**src/rtl/fma_pkg.sv**
```systemverilog
// Shared types and constants for the fma issue sequencer.
//   fma_rsp_t    : one fma response (result word plus exception flags)
//   FMA_LAT_DEF  : default fma pipeline latency in cycles
//   FMA_CMD_*    : command codes carried on cmd_op / fma_req_command
package fma_pkg;

    localparam int unsigned FMA_LAT_DEF   = 4;
    localparam int unsigned FMA_DEPTH_DEF = 4;

    localparam logic [31:0] FMA_CMD_FMADD  = 32'd0;
    localparam logic [31:0] FMA_CMD_FMSUB  = 32'd1;
    localparam logic [31:0] FMA_CMD_FNMADD = 32'd2;
    localparam logic [31:0] FMA_CMD_FNMSUB = 32'd3;

    typedef struct packed {
        logic [31:0] rslt;
        logic [4:0]  flag;
    } fma_rsp_t;

endpackage

```
**src/rtl/fma_rsp_fifo.sv**
```systemverilog
// Response buffer: DEPTH-entry first-in first-out store of fma_rsp_t.
// Pointers carry one extra wrap bit so full and empty are distinguishable.
// Ports:
//   clk_i, rst_ni      clock, asynchronous active-low reset
//   wr_i, wdata_i      push one entry (caller must not push when full_o)
//   rd_i               pop the head entry (caller must not pop when empty_o)
//   rdata_o            head entry, forced to zero while empty
//   full_o, empty_o    occupancy flags
module fma_rsp_fifo
    import fma_pkg::*;
#(
    parameter int unsigned DEPTH = FMA_DEPTH_DEF
) (
    input  logic     clk_i,
    input  logic     rst_ni,
    input  logic     wr_i,
    input  fma_rsp_t wdata_i,
    input  logic     rd_i,
    output fma_rsp_t rdata_o,
    output logic     full_o,
    output logic     empty_o
);

    localparam int unsigned AW = $clog2(DEPTH);

    logic [AW:0] wr_ptr_q, wr_ptr_d;
    logic [AW:0] rd_ptr_q, rd_ptr_d;
    fma_rsp_t    mem_q [DEPTH];

    assign empty_o = (wr_ptr_q == rd_ptr_q);
    assign full_o  = (wr_ptr_q[AW] != rd_ptr_q[AW]) &&
                     (wr_ptr_q[AW-1:0] == rd_ptr_q[AW-1:0]);
    assign rdata_o = empty_o ? '0 : mem_q[rd_ptr_q[AW-1:0]];

    always_comb begin
        wr_ptr_d = wr_ptr_q;
        rd_ptr_d = rd_ptr_q;
        if (wr_i) begin
            wr_ptr_d = wr_ptr_q + (AW+1)'(1);
        end
        if (rd_i) begin
            rd_ptr_d = rd_ptr_q + (AW+1)'(1);
        end
    end

    always_ff @(posedge clk_i or negedge rst_ni) begin
        if (!rst_ni) begin
            wr_ptr_q <= '0;
            rd_ptr_q <= '0;
        end else begin
            wr_ptr_q <= wr_ptr_d;
            rd_ptr_q <= rd_ptr_d;
        end
    end

    // Storage needs no reset: the read port is masked while empty.
    always_ff @(posedge clk_i) begin
        if (wr_i) begin
            mem_q[wr_ptr_q[AW-1:0]] <= wdata_i;
        end
    end

endmodule

```
**src/rtl/fma_issue.sv**
```systemverilog
// Initiator-side sequencer for the fma unit.
// Accepts operand triples on a valid/ready command channel, issues them to the
// fma as one-cycle request pulses, tracks in-flight operations against the
// fixed fma latency, buffers results in issue order and returns them on a
// valid/ready response channel. Keeps a sticky OR of popped exception flags.
// Ports:
//   clk, reset (async, active-low)
//   cmd_valid/cmd_ready, cmd_op, cmd_x/y/z          host command channel
//   fma_req, fma_req_command, fma_x/y/z            request to the fma
//   fma_rslt, fma_flag                              fma result, LAT cycles later
//   rsp_valid/rsp_ready, rsp_rslt, rsp_flag         host response channel
//   flag_acc, flag_clr                              sticky flag register + clear
//   busy                                            operations outstanding
module fma_issue
    import fma_pkg::*;
#(
    parameter int unsigned LAT   = FMA_LAT_DEF,
    parameter int unsigned DEPTH = FMA_DEPTH_DEF
) (
    input  logic        clk,
    input  logic        reset,
    input  logic        cmd_valid,
    output logic        cmd_ready,
    input  logic [31:0] cmd_op,
    input  logic [31:0] cmd_x,
    input  logic [31:0] cmd_y,
    input  logic [31:0] cmd_z,
    output logic        fma_req,
    output logic [31:0] fma_req_command,
    output logic [31:0] fma_x,
    output logic [31:0] fma_y,
    output logic [31:0] fma_z,
    input  logic [31:0] fma_rslt,
    input  logic [4:0]  fma_flag,
    output logic        rsp_valid,
    input  logic        rsp_ready,
    output logic [31:0] rsp_rslt,
    output logic [4:0]  rsp_flag,
    output logic [4:0]  flag_acc,
    input  logic        flag_clr,
    output logic        busy
);

    localparam int unsigned   CW      = $clog2(DEPTH + 1);
    localparam logic [CW-1:0] CNT_MAX = CW'(DEPTH);

    logic [CW-1:0]  cnt_q, cnt_d;
    logic [LAT-1:0] vld_q, vld_d;
    logic           fma_req_q;
    logic [31:0]    cmd_q, x_q, y_q, z_q;
    logic [4:0]     flag_acc_q, flag_acc_d;
    logic [4:0]     pop_flag;

    logic     accept, pop;
    logic     wb_valid, fifo_wr, fifo_full, fifo_empty;
    fma_rsp_t fifo_wdata, fifo_rdata;

    // Credits cover in-flight plus buffered entries, so a freed slot only
    // becomes visible to the host one cycle after the pop.
    assign cmd_ready = (cnt_q < CNT_MAX);
    assign accept    = cmd_valid & cmd_ready;
    assign rsp_valid = ~fifo_empty;
    assign pop       = rsp_valid & rsp_ready;
    assign busy      = (cnt_q != '0);

    assign wb_valid   = vld_q[LAT-1];
    assign fifo_wr    = wb_valid & ~fifo_full;
    assign fifo_wdata = '{rslt: fma_rslt, flag: fma_flag};

    assign fma_req         = fma_req_q;
    assign fma_req_command = cmd_q;
    assign fma_x           = x_q;
    assign fma_y           = y_q;
    assign fma_z           = z_q;
    assign rsp_rslt        = fifo_rdata.rslt;
    assign rsp_flag        = fifo_rdata.flag;
    assign flag_acc        = flag_acc_q;

    always_comb begin
        cnt_d = cnt_q;
        case ({accept, pop})
            2'b10:   cnt_d = cnt_q + CW'(1);
            2'b01:   cnt_d = cnt_q - CW'(1);
            default: cnt_d = cnt_q;
        endcase

        vld_d    = '0;
        vld_d[0] = fma_req_q;
        for (int unsigned i = 1; i < LAT; i++) begin
            vld_d[i] = vld_q[i-1];
        end

        // A clear still keeps the flags of the response popped on that edge.
        pop_flag   = pop ? rsp_flag : 5'd0;
        flag_acc_d = flag_clr ? pop_flag : (flag_acc_q | pop_flag);
    end

    always_ff @(posedge clk or negedge reset) begin
        if (!reset) begin
            cnt_q      <= '0;
            vld_q      <= '0;
            fma_req_q  <= 1'b0;
            cmd_q      <= '0;
            x_q        <= '0;
            y_q        <= '0;
            z_q        <= '0;
            flag_acc_q <= '0;
        end else begin
            cnt_q      <= cnt_d;
            vld_q      <= vld_d;
            fma_req_q  <= accept;
            flag_acc_q <= flag_acc_d;
            if (accept) begin
                cmd_q <= cmd_op;
                x_q   <= cmd_x;
                y_q   <= cmd_y;
                z_q   <= cmd_z;
            end
        end
    end

    fma_rsp_fifo #(
        .DEPTH (DEPTH)
    ) u_rsp_fifo (
        .clk_i   (clk),
        .rst_ni  (reset),
        .wr_i    (fifo_wr),
        .wdata_i (fifo_wdata),
        .rd_i    (pop),
        .rdata_o (fifo_rdata),
        .full_o  (fifo_full),
        .empty_o (fifo_empty)
    );

endmodule
```
**config.mk**
```make
export PLATFORM = sky130hd
export DESIGN_NAME = fma_issue
export DESIGN_NICKNAME = d
export VERILOG_FILES = /design/src/rtl/fma_pkg.sv /design/src/rtl/fma_rsp_fifo.sv /design/src/rtl/fma_issue.sv
export SDC_FILE = /design/constraint.sdc
export NUM_CORES = 1
export LEC_CHECK = 0
export ABC_AREA = 1
export BUFFER_PORTS_ARGS = -buffer_cell sky130_fd_sc_hd__buf_2
export CAP_MARGIN = 15
export CORE_MARGIN = 10
export CORE_UTILIZATION = 56
export DETAILED_ROUTE_END_ITERATION = 8
export PLACE_DENSITY = 0.88
export SYNTH_ARGS = -nofsm -noshare
export SYNTH_HDL_FRONTEND = slang
export SYNTH_SLANG_ARGS = --single-unit
export TNS_END_PERCENT = 50
```
**constraint.sdc**
```tcl
create_clock -name clk -period 8.85 [get_ports clk]
set_input_delay 1.77 -clock clk [delete_from_list [all_inputs] [get_ports clk]]
set_output_delay 1.77 -clock clk [all_outputs]
set_load 0.1 [all_outputs]
```
**After elaboration in Yosys (flattened, before gate mapping)**

Memories as Yosys holds them, arrays and structs flattened.
Cells that the tools add are included.

- Input port bits: 170
- Output and inout bits: 174
- Memory bits (writable): 148
- Bits in read-only memories: 0
- Memories: 1
- Bits in latches: 0
- Register bits after elaboration: 147
- Logic and storage cells: 36

- Equal/unequal tests: 5
- Shifts and indexed selects: 0
- Add/sub/neg operators: 4
- Multipliers: 0
- Bitwise operators: 6
- Muxes and demuxes: 6
- Reduce and logical (&&, ||, !) cells: 3
- Order comparisons: 1
- Div/mod/pow operators: 0

Memory list:

| memory | words | width | rd ports | clocked after Yosys merged registers in | wr ports | RTL line | source |
|---|---|---|---|---|---|---|---|
| u_rsp_fifo.mem_q | 4 | 37 | 1 | 0 | 1 | fma_rsp_fifo.sv:28 | `fma_rsp_t mem_q [DEPTH];` |

Operators by type and width:

| cell | number |
|---|---|
| $mux W37 | 1 |
| $mux W5 | 2 |
| $add A3 B1 Y3 const B | 3 |
| $pmux W3 S2 | 1 |
| $or A5 B5 Y5 | 1 |
| $and A1 B1 Y1 | 3 |
| $eq A3 B3 Y1 | 1 |
| $lt A3 B3 Y1 const B | 1 |
| $reduce_bool A3 Y1 | 1 |
| $sub A3 B1 Y3 const B | 1 |
| $eq A2 B1 Y1 const B | 1 |
| $eq A2 B2 Y1 | 1 |
| $eq A2 B2 Y1 const B | 1 |
| $mux W1 | 2 |
| $not A1 Y1 | 2 |
| $reduce_bool A2 Y1 | 1 |
| $logic_and A1 B1 Y1 | 1 |
| $ne A1 B1 Y1 | 1 |

**Depth between registers and ports, before layout**

Gate-level depths: netlist of the first run.

- Word-level depth: 6
- Gate-level depth with buffers: 14
- Gate-level depth less buffers: 12

**Cells and area by module**

A second synthesis of the first run with hierarchy kept.

- Cell total of the unflattened synthesis: 1299
- Area, all modules: 12254.3 µm²

By module, submodules not included:

| module | area each (µm²) | cells an instance | seq. area each (µm²) | times used |
|---|---|---|---|---|
| fma_rsp_fifo | 6865.3 | 706 | 4594.4 | 1 |
| fma_issue | 5388.9 | 593 | 3528.4 | 1 |

**Worst setup path before layout of the first run**

Ideal clock, no wire load.

- Path type: flip-flop to output port
- Start point: register u_rsp_fifo.rd_ptr_q[1]
- End point: output rsp_rslt[12]
- Data arrival time: 1.759 ns
- Required time: 7.080 ns
- Path buffers: 3
- Setup slack: 5.321 ns
- Stages on the path, launching flop included: 9
- Cell sequence: dfrtp_1 > buf_6 > nand2_1 > nand2_1 > nand3_2 > buf_6 > buf_6 > nand2_1 > inv_1

- Word-level cells in the longest chain between the ends: 2
- Elaborated cells between the ends (all ways): 3
- Classes of those cells: 1 x eq/ne; 1 x mux; 1 x memory

RTL lines:

| element | RTL line | source |
|---|---|---|
| start: declaration | fma_rsp_fifo.sv:27 | `logic [AW:0] rd_ptr_q, rd_ptr_d;` |
| start signal: assignment | fma_rsp_fifo.sv:52 | `rd_ptr_q <= rd_ptr_d;` |
| $mem_v2 Z4 W37 / $eq A3 B3 Y1 (equally long branches) | -- |  |
| $mux W37 (*) | fma_rsp_fifo.sv:33 | `assign rdata_o = empty_o ? '0 : mem_q[rd_ptr_q[AW-1:0]];` |
| end: declaration | fma_issue.sv:37 | `output logic [31:0] rsp_rslt,` |

Every way passes the cells marked *; elsewhere a longest branch is shown, timed or not.

**Worst setup path after layout of the first run**

- Start point: register u_rsp_fifo.rd_ptr_q[1]
- End point: output rsp_rslt[0]

Same word-level chain as after synthesis.

==> metrics.md, run 1 <==
| Metric | Value |
|---|---|
| Gate count after technology mapping | `1145` |
| Die boundary height | `165 um` |
| Internal power contribution | `2150 uW` |
| Clock transition at the register clock pins on the worst setup and hold paths after CTS | `0.06 ns` |
| Worst hold path type | `reg2reg` |
| Max-Cap Viols | `0` |
| Status | `complete, no violations` |
| Startpoint of the most critical register-to-register path | `u_rsp_fifo.rd_ptr_q[1]` |
| R2R setup slack | `5.83 ns` |
| Synth Area in Compound Gates | `4.24%` |
| Number of nets in the synthesized netlist | `1322` |
| Clk sinks | `295` |
| Arrival time at the worst endpoint | `2.87 ns` |
| Tcrit/Tclk final | `52.4%` |
| Number of cells upsized or downsized after cts | `0` |
| Clock share of power | `44.0%` |
| Synthesized area divided by synthesized cell count | `10.2 um^2` |
| Commonest non-fill, non-tap cell in the layout | `sky130_fd_sc_hd__nand2_1` |
| Proportion of synthesized chip area in sequential cells | `69.4%` |
| Unique cell type count in the Yosys netlist | `23` |
| Via density | `5.06` |
| CTS Hold Buffers Added | `0` |
| First-pass GRT wire length | `47.8 mm` |
| Gr ovfl total | `0` |
| Post CTS Setup Buffer Count | `0` |
| Critical Path End Type | `output port` |
| Net switching power figure | `527 uW` |
| Unrepaired setup endpoints after global routing | `false` |
| Post-Syn Area | `11700 um^2` |
| Final Max Slew Viols | `0` |
| DRC violations left | `0` |
| Type of element launching the critical path | `flop` |
| Largest net degree at the start of global routing | `118` |
| Post-placement worst setup slack | `4.78 ns` |
| Xor/xnor share of the synthesized area | `0.299%` |
| All-Layer GR Usage | `22.3%` |
| Remaining max-slew budget at the tightest pin | `22.8%` |
| Std-Cell Core Area | `20400 um^2` |
| Setup Total Neg Slack | `0 ns` |
| Routed wire length | `31.7 mm` |
| CTS buffer count | `29` |
| Cell area power density | `185 nW/um^2` |
| Post-layout instance count excluding filler cells | `1769` |
| Number of top-level design ports | `344` |
| Effective utilization at floorplan | `57.4%` |
| Critical path destination | `rsp_rslt[0]` |
| Multiplexer area fraction after synthesis | `0%` |
| Launching instance or port of the critical path | `u_rsp_fifo.rd_ptr_q[1]` |
| Die extent in x | `165 um` |
| Antenna viol nets, final | `0` |
| Number of nets in the layout | `1648` |
| Synthesis-to-layout area growth | `23.9%` |
| Number of rows in the core area | `52` |
| YS warnings | `0` |
| Count of buffers inserted at the top-level ports | `343` |
| Switching share of power | `19.7%` |
| FF-to-FF End | `cnt_q[1]` |
| Setup WS post-layout | `4.21 ns` |
| # H-tree levels | `1` |
| Depth of the worst register-to-register path | `9` |
| Setup Skew | `0.00974 ns` |
| Leak Pwr | `0.00778 uW` |
| Setup-violating endpoint count in the final report | `0` |
| Iteration count of the initial detailed-routing pass | `5` |
| Logic pwr share | `2.2%` |
| WP data required | `7.08 ns` |
| Clock tree from TritonCTS | `yes` |
| Type of the worst setup path | `reg2out` |
| Routed WL per cell | `17.9 um` |
| Buffer cell driving the clock tree root | `sky130_fd_sc_hd__clkbuf_16` |
| Post-layout power | `2680 uW` |
| Critical path fanouts, max | `47` |
| Vias in the first global route | `8952` |
| Initial antenna violation count | `13` |
| Time the final worst path needs with I/O delays and setup | `4.64 ns` |
| Worst IR Drop VDD | `160 uV` |
| Clock latency at the later pin of the worst-skew pair | `0.53 ns` |
| Clock tree buffer depth | `3` |
| Die ar. | `27100 um^2` |
| Routed via count | `8956` |
| Worst-Margin Slew | `1.16 ns` |
| Iteration-0 DRC Markers | `815` |
| Dominant combinational cell family by area after synthesis | `simple AND/OR/NAND/NOR gates` |
| Top achievable clock speed | `216 MHz` |
| Number of failing hold endpoints at the final stage | `0` |
| Adder and majority gate portion of the synthesized area | `0.813%` |
| Placed insts | `1707` |
| RD Place Congestion | `0.862` |
| Sequential group share of total power | `53.9%` |
| Share of cells above drive strength 1 | `27.5%` |
| Register bit total from synthesis | `295` |
| HPWL Detailed | `22.0 mm` |
| Post-synthesis simple-gate area fraction | `19.8%` |
| Most frequent cells in the layout | `482 x sky130_fd_sc_hd__nand2_1, 342 x sky130_fd_sc_hd__buf_2, 148 x sky130_fd_sc_hd__edfxtp_1` |
[area by class of cell]
cell class	instances	area (um^2)
fill	1369	5870
inverter	74	283
timing repair buffer	353	1840
tap	270	338
sequential	295	8130
antenna	6	15.0
clock buffer	38	787
multi-input combinational	718	2980
clock inverter	15	125
[routing by layer]
layer / share of wire [%] / global-route usage [%] / vias to the layer above
li1: - / - / 4288
met1: 35 / 25.3 / 4149
met2: 48 / 36.8 / 407
met3: 11 / 8.02 / 96
met4: 5.2 / 11.1 / 16
met5: 0.33 / 0 / -
[worst min-delay path by stage]
| stage | cells after the start | end | startpoint |
|---|---|---|---|
| 2_1_floorplan | 0 | vld_q[1] | vld_q[0] |
| 3_3_place_gp | 0 | vld_q[2] | vld_q[1] |
| 3_5_place_dp | 0 | vld_q[1] | vld_q[0] |
| 4_1_cts | 0 | vld_q[1] | vld_q[0] |
| 5_1_grt | 0 | vld_q[3] | vld_q[2] |
| 6_report | 0 | vld_q[1] | vld_q[0] |
[critical path, stage by stage, from the launching register on]
cell                      delay, ns
sky130_fd_sc_hd__dfrtp_2       0.65
sky130_fd_sc_hd__nand2_1       0.11
sky130_fd_sc_hd__nand2_1       0.13
sky130_fd_sc_hd__nand3_2       0.74
sky130_fd_sc_hd__nand2_1       0.33
sky130_fd_sc_hd__inv_1         0.06
sky130_fd_sc_hd__buf_2         0.29
[cells by family after synthesis]
kind of cell / Yosys count
fa+ha+maj: 7
flops: 295
compound gates: 99
simple gates: 608
buf+inv: 132
xor+xnor: 4
[synthesized netlist by cell type]
| cell | instances | share of area, % |
|---|---|---|
| sky130_fd_sc_hd__inv_2 | 3 | 0.096 |
| sky130_fd_sc_hd__edfxtp_1 | 148 | 38 |
| sky130_fd_sc_hd__clkbuf_1 | 11 | 0.35 |
| sky130_fd_sc_hd__fa_1 | 1 | 0.17 |
| sky130_fd_sc_hd__nand2_1 | 483 | 15 |
| sky130_fd_sc_hd__nand3_1 | 23 | 0.98 |
| sky130_fd_sc_hd__buf_4 | 2 | 0.13 |
| sky130_fd_sc_hd__inv_4 | 1 | 0.054 |
| sky130_fd_sc_hd__ha_1 | 6 | 0.64 |
| sky130_fd_sc_hd__nand2_2 | 1 | 0.054 |
| sky130_fd_sc_hd__a21oi_1 | 1 | 0.043 |
| sky130_fd_sc_hd__buf_6 | 11 | 1.1 |
| sky130_fd_sc_hd__buf_1 | 1 | 0.032 |
| sky130_fd_sc_hd__xnor2_1 | 1 | 0.075 |
| sky130_fd_sc_hd__xor2_1 | 3 | 0.22 |
| sky130_fd_sc_hd__dfrtp_1 | 147 | 31 |
| sky130_fd_sc_hd__o21ai_0 | 38 | 1.6 |
| sky130_fd_sc_hd__nand3_2 | 1 | 0.086 |
| sky130_fd_sc_hd__buf_2 | 32 | 1.4 |
| sky130_fd_sc_hd__clkbuf_2 | 1 | 0.043 |
| sky130_fd_sc_hd__o21ai_1 | 60 | 2.6 |
| sky130_fd_sc_hd__inv_1 | 70 | 2.2 |
| sky130_fd_sc_hd__nor2_1 | 100 | 3.2 |
[power groups by stage]
stage | registers (uW) | logic [uW] | clock network [uW]
after global placement | 1470 | 56.1 | 0
after global routing | 1440 | 64.8 | 1260
after detailed placement | 1470 | 58.5 | 0
final | 1440 | 58.4 | 1180
after floorplan | 1470 | 0.832 | 0
after CTS | 1440 | 59.1 | 1200
[stage by stage]
stage	area, um^2	hold slack [ns]	util, %
2_1_floorplan	11700	0.331	-
3_3_place_gp	13500	0.333	66.3
3_5_place_dp	13500	0.338	66.3
4_1_cts	14400	0.353	70.8
5_1_grt	14500	0.362	71.1
6_report	14500	0.352	71.2
[registers in the layout (all words and copies together) (netlist names)]
register and count:
u_rsp_fifo.wr_ptr_q 3, fma_z 32, cnt_q 3, fma_req_command 32, u_rsp_fifo.mem_q 148, flag_acc 5, fma_req 1, fma_x 32
vld_q 4, fma_y 32, u_rsp_fifo.rd_ptr_q 3
Power figures use the tool's default switching activity.
==> run 2: changes to the inputs <==
--- a/config.mk
+++ b/config.mk
@@ -9,9 +9,9 @@
 export BUFFER_PORTS_ARGS = -buffer_cell sky130_fd_sc_hd__buf_2
 export CAP_MARGIN = 15
 export CORE_MARGIN = 10
-export CORE_UTILIZATION = 56
+export CORE_UTILIZATION = 52
 export DETAILED_ROUTE_END_ITERATION = 8
-export PLACE_DENSITY = 0.88
+export PLACE_DENSITY = 0.82
 export SYNTH_ARGS = -nofsm -noshare
 export SYNTH_HDL_FRONTEND = slang
 export SYNTH_SLANG_ARGS = --single-unit
==> constraint.sdc (replaced) <==
create_clock -name clk -period 4.8 [get_ports clk]
set_input_delay 0.96 -clock clk [delete_from_list [all_inputs] [get_ports clk]]
set_output_delay 0.96 -clock clk [all_outputs]
set_load 0.1 [all_outputs]
==> metrics.md, run 2 (same netlist as run 1, synthesis figures left out) <==
| Metric | Value |
|---|---|
| Number of nets in the layout | `1650` |
| Vias in the first global route | `9050` |
| CTS Hold Buffers Added | `0` |
| Worst hold path type | `reg2reg` |
| Share of cells above drive strength 1 | `27.9%` |
| Clock transition at the register clock pins on the worst setup and hold paths after CTS | `0.06 ns` |
| Clk sinks | `295` |
| Setup Skew | `0.0169 ns` |
| Leak Pwr | `0.00783 uW` |
| Instance area at placement | `13500 um^2` |
| Setup WS post-layout | `0.912 ns` |
| Buffer cell driving the clock tree root | `sky130_fd_sc_hd__clkbuf_16` |
| Count of buffers inserted at the top-level ports | `343` |
| Tcrit/Tclk final | `81.0%` |
| Post CTS Setup Buffer Count | `0` |
| Worst IR Drop VDD | `293 uV` |
| R2R setup slack | `1.70 ns` |
| Status | `complete, no violations` |
| Switching share of power | `19.5%` |
| WP data required | `3.84 ns` |
| Clock tree from TritonCTS | `yes` |
| Number of cells upsized or downsized after cts | `0` |
| Area of all placed cells without fillers | `14600 um^2` |
| Arrival time at the worst endpoint | `2.93 ns` |
| Setup Total Neg Slack | `0 ns` |
| Via density | `4.99` |
| Die ar. | `28900 um^2` |
| Cell area power density | `353 nW/um^2` |
| Clock latency at the later pin of the worst-skew pair | `0.54 ns` |
| Std-Cell Core Area | `22000 um^2` |
| First-pass GRT wire length | `49.1 mm` |
| Synthesis-to-layout area growth | `25.0%` |
| HPWL Detailed | `22.6 mm` |
| Effective utilization at floorplan | `53.3%` |
| Area taken by flip-flops and latches | `8130 um^2` |
| Routed via count | `8920` |
| Net switching power figure | `1010 uW` |
| Fill count | `1649` |
| Remaining max-slew budget at the tightest pin | `29.9%` |
| Core Util, Final | `66.6%` |
| Die boundary height | `170 um` |
| Max FFs per register | `148` |
| Logic pwr share | `2.1%` |
| DRC violations left | `0` |
| Number of top-level design ports | `344` |
| Time the final worst path needs with I/O delays and setup | `3.89 ns` |
| Footprint of the multi-input gates | `2980 um^2` |
| Clock share of power | `46.3%` |
| Iteration count of the initial detailed-routing pass | `5` |
| Gr ovfl total | `0` |
| Critical path fanouts, max | `47` |
| Post-placement worst setup slack | `1.49 ns` |
| All-Layer GR Usage | `21.5%` |
| RD Place Congestion | `0.847` |
| # H-tree levels | `1` |
| Number of failing hold endpoints at the final stage | `0` |
| Post-layout instance count excluding filler cells | `1786` |
| Type of element launching the critical path | `flop` |
| Routed wire length | `32.3 mm` |
| Top achievable clock speed | `257 MHz` |
| Routed WL per cell | `18.1 um` |
| Initial antenna violation count | `19` |
| Sequential group share of total power | `51.6%` |
| Antenna viol nets, final | `0` |
| Die extent in x | `170 um` |
| Largest net degree at the start of global routing | `107` |
| Max-Cap Viols | `0` |
| Clock tree buffer depth | `3` |
| Type of the worst setup path | `reg2out` |
| Commonest non-fill, non-tap cell in the layout | `sky130_fd_sc_hd__nand2_1` |
| Setup-violating endpoint count in the final report | `0` |
| Critical Path End Type | `output port` |
| Placed insts | `1721` |
| Unrepaired setup endpoints after global routing | `false` |
| Worst-Margin Slew | `1.05 ns` |
| Number of rows in the core area | `54` |
| Final Max Slew Viols | `0` |
| Internal power contribution | `4150 uW` |
| CTS buffer count | `30` |
| Most frequent cells in the layout | `482 x sky130_fd_sc_hd__nand2_1, 342 x sky130_fd_sc_hd__buf_2, 148 x sky130_fd_sc_hd__edfxtp_1` |
| Iteration-0 DRC Markers | `637` |
-- run 2: power groups by stage --
stage | clock, uW | sequential (uW) | combinational, uW
floorplan | 0 | 2710 | 1.53
global placement | 0 | 2710 | 105
detailed placement | 0 | 2710 | 109
CTS | 2440 | 2660 | 109
global route | 2540 | 2660 | 121
finish | 2390 | 2660 | 107
-- run 2: worst paths after layout --
kind / start / endpoint / cells after the start
worst min-delay path: vld_q[1] / vld_q[2] / 0
worst min register to register: vld_q[1] / vld_q[2] / 0
max in group asynchronous: reset / fma_req_command[30] / 2
worst max-delay path: u_rsp_fifo.rd_ptr_q[1] / rsp_rslt[17] / 6
min in group asynchronous: reset / fma_req_command[14] / 1
worst max register to register: u_rsp_fifo.rd_ptr_q[1] / cnt_q[1] / 9
-- run 2: cell type report --
type                    count  share of cell area, %
well taps                 280                   2.40
diodes                      9                  0.154
clock inverters            17                  0.976
multi-input cells         718                   20.4
repair buffers            354                   12.4
inverters                  74                   1.93
flip-flops and latches    295                   55.6
clock buffers              39                   6.19
-- run 2: worst max-delay path: stages (launching register included) --
cell,delay (ns)
sky130_fd_sc_hd__dfrtp_2,0.73
sky130_fd_sc_hd__nand2_1,0.09
sky130_fd_sc_hd__nand2_1,0.12
sky130_fd_sc_hd__nand3_2,0.74
sky130_fd_sc_hd__nand2_1,0.31
sky130_fd_sc_hd__inv_1,0.07
sky130_fd_sc_hd__buf_2,0.29
-- run 2: stage by stage --
| step | hold WS, ns | power, uW |
|---|---|---|
| 2_1_floorplan | 0.331 | 2710 |
| 3_3_place_gp | 0.335 | 2820 |
| 3_5_place_dp | 0.335 | 2820 |
| 4_1_cts | 0.349 | 5210 |
| 5_1_grt | 0.359 | 5320 |
| 6_report | 0.348 | 5150 |
-- run 2: routing by layer --
metal	vias up	track usage, %	share of wire [%]
li1	4300	-	-
met4	20	7.44	3.3
met5	-	0	0.42
met2	367	36.8	50
met3	80	8.86	10
met1	4153	23.8	36
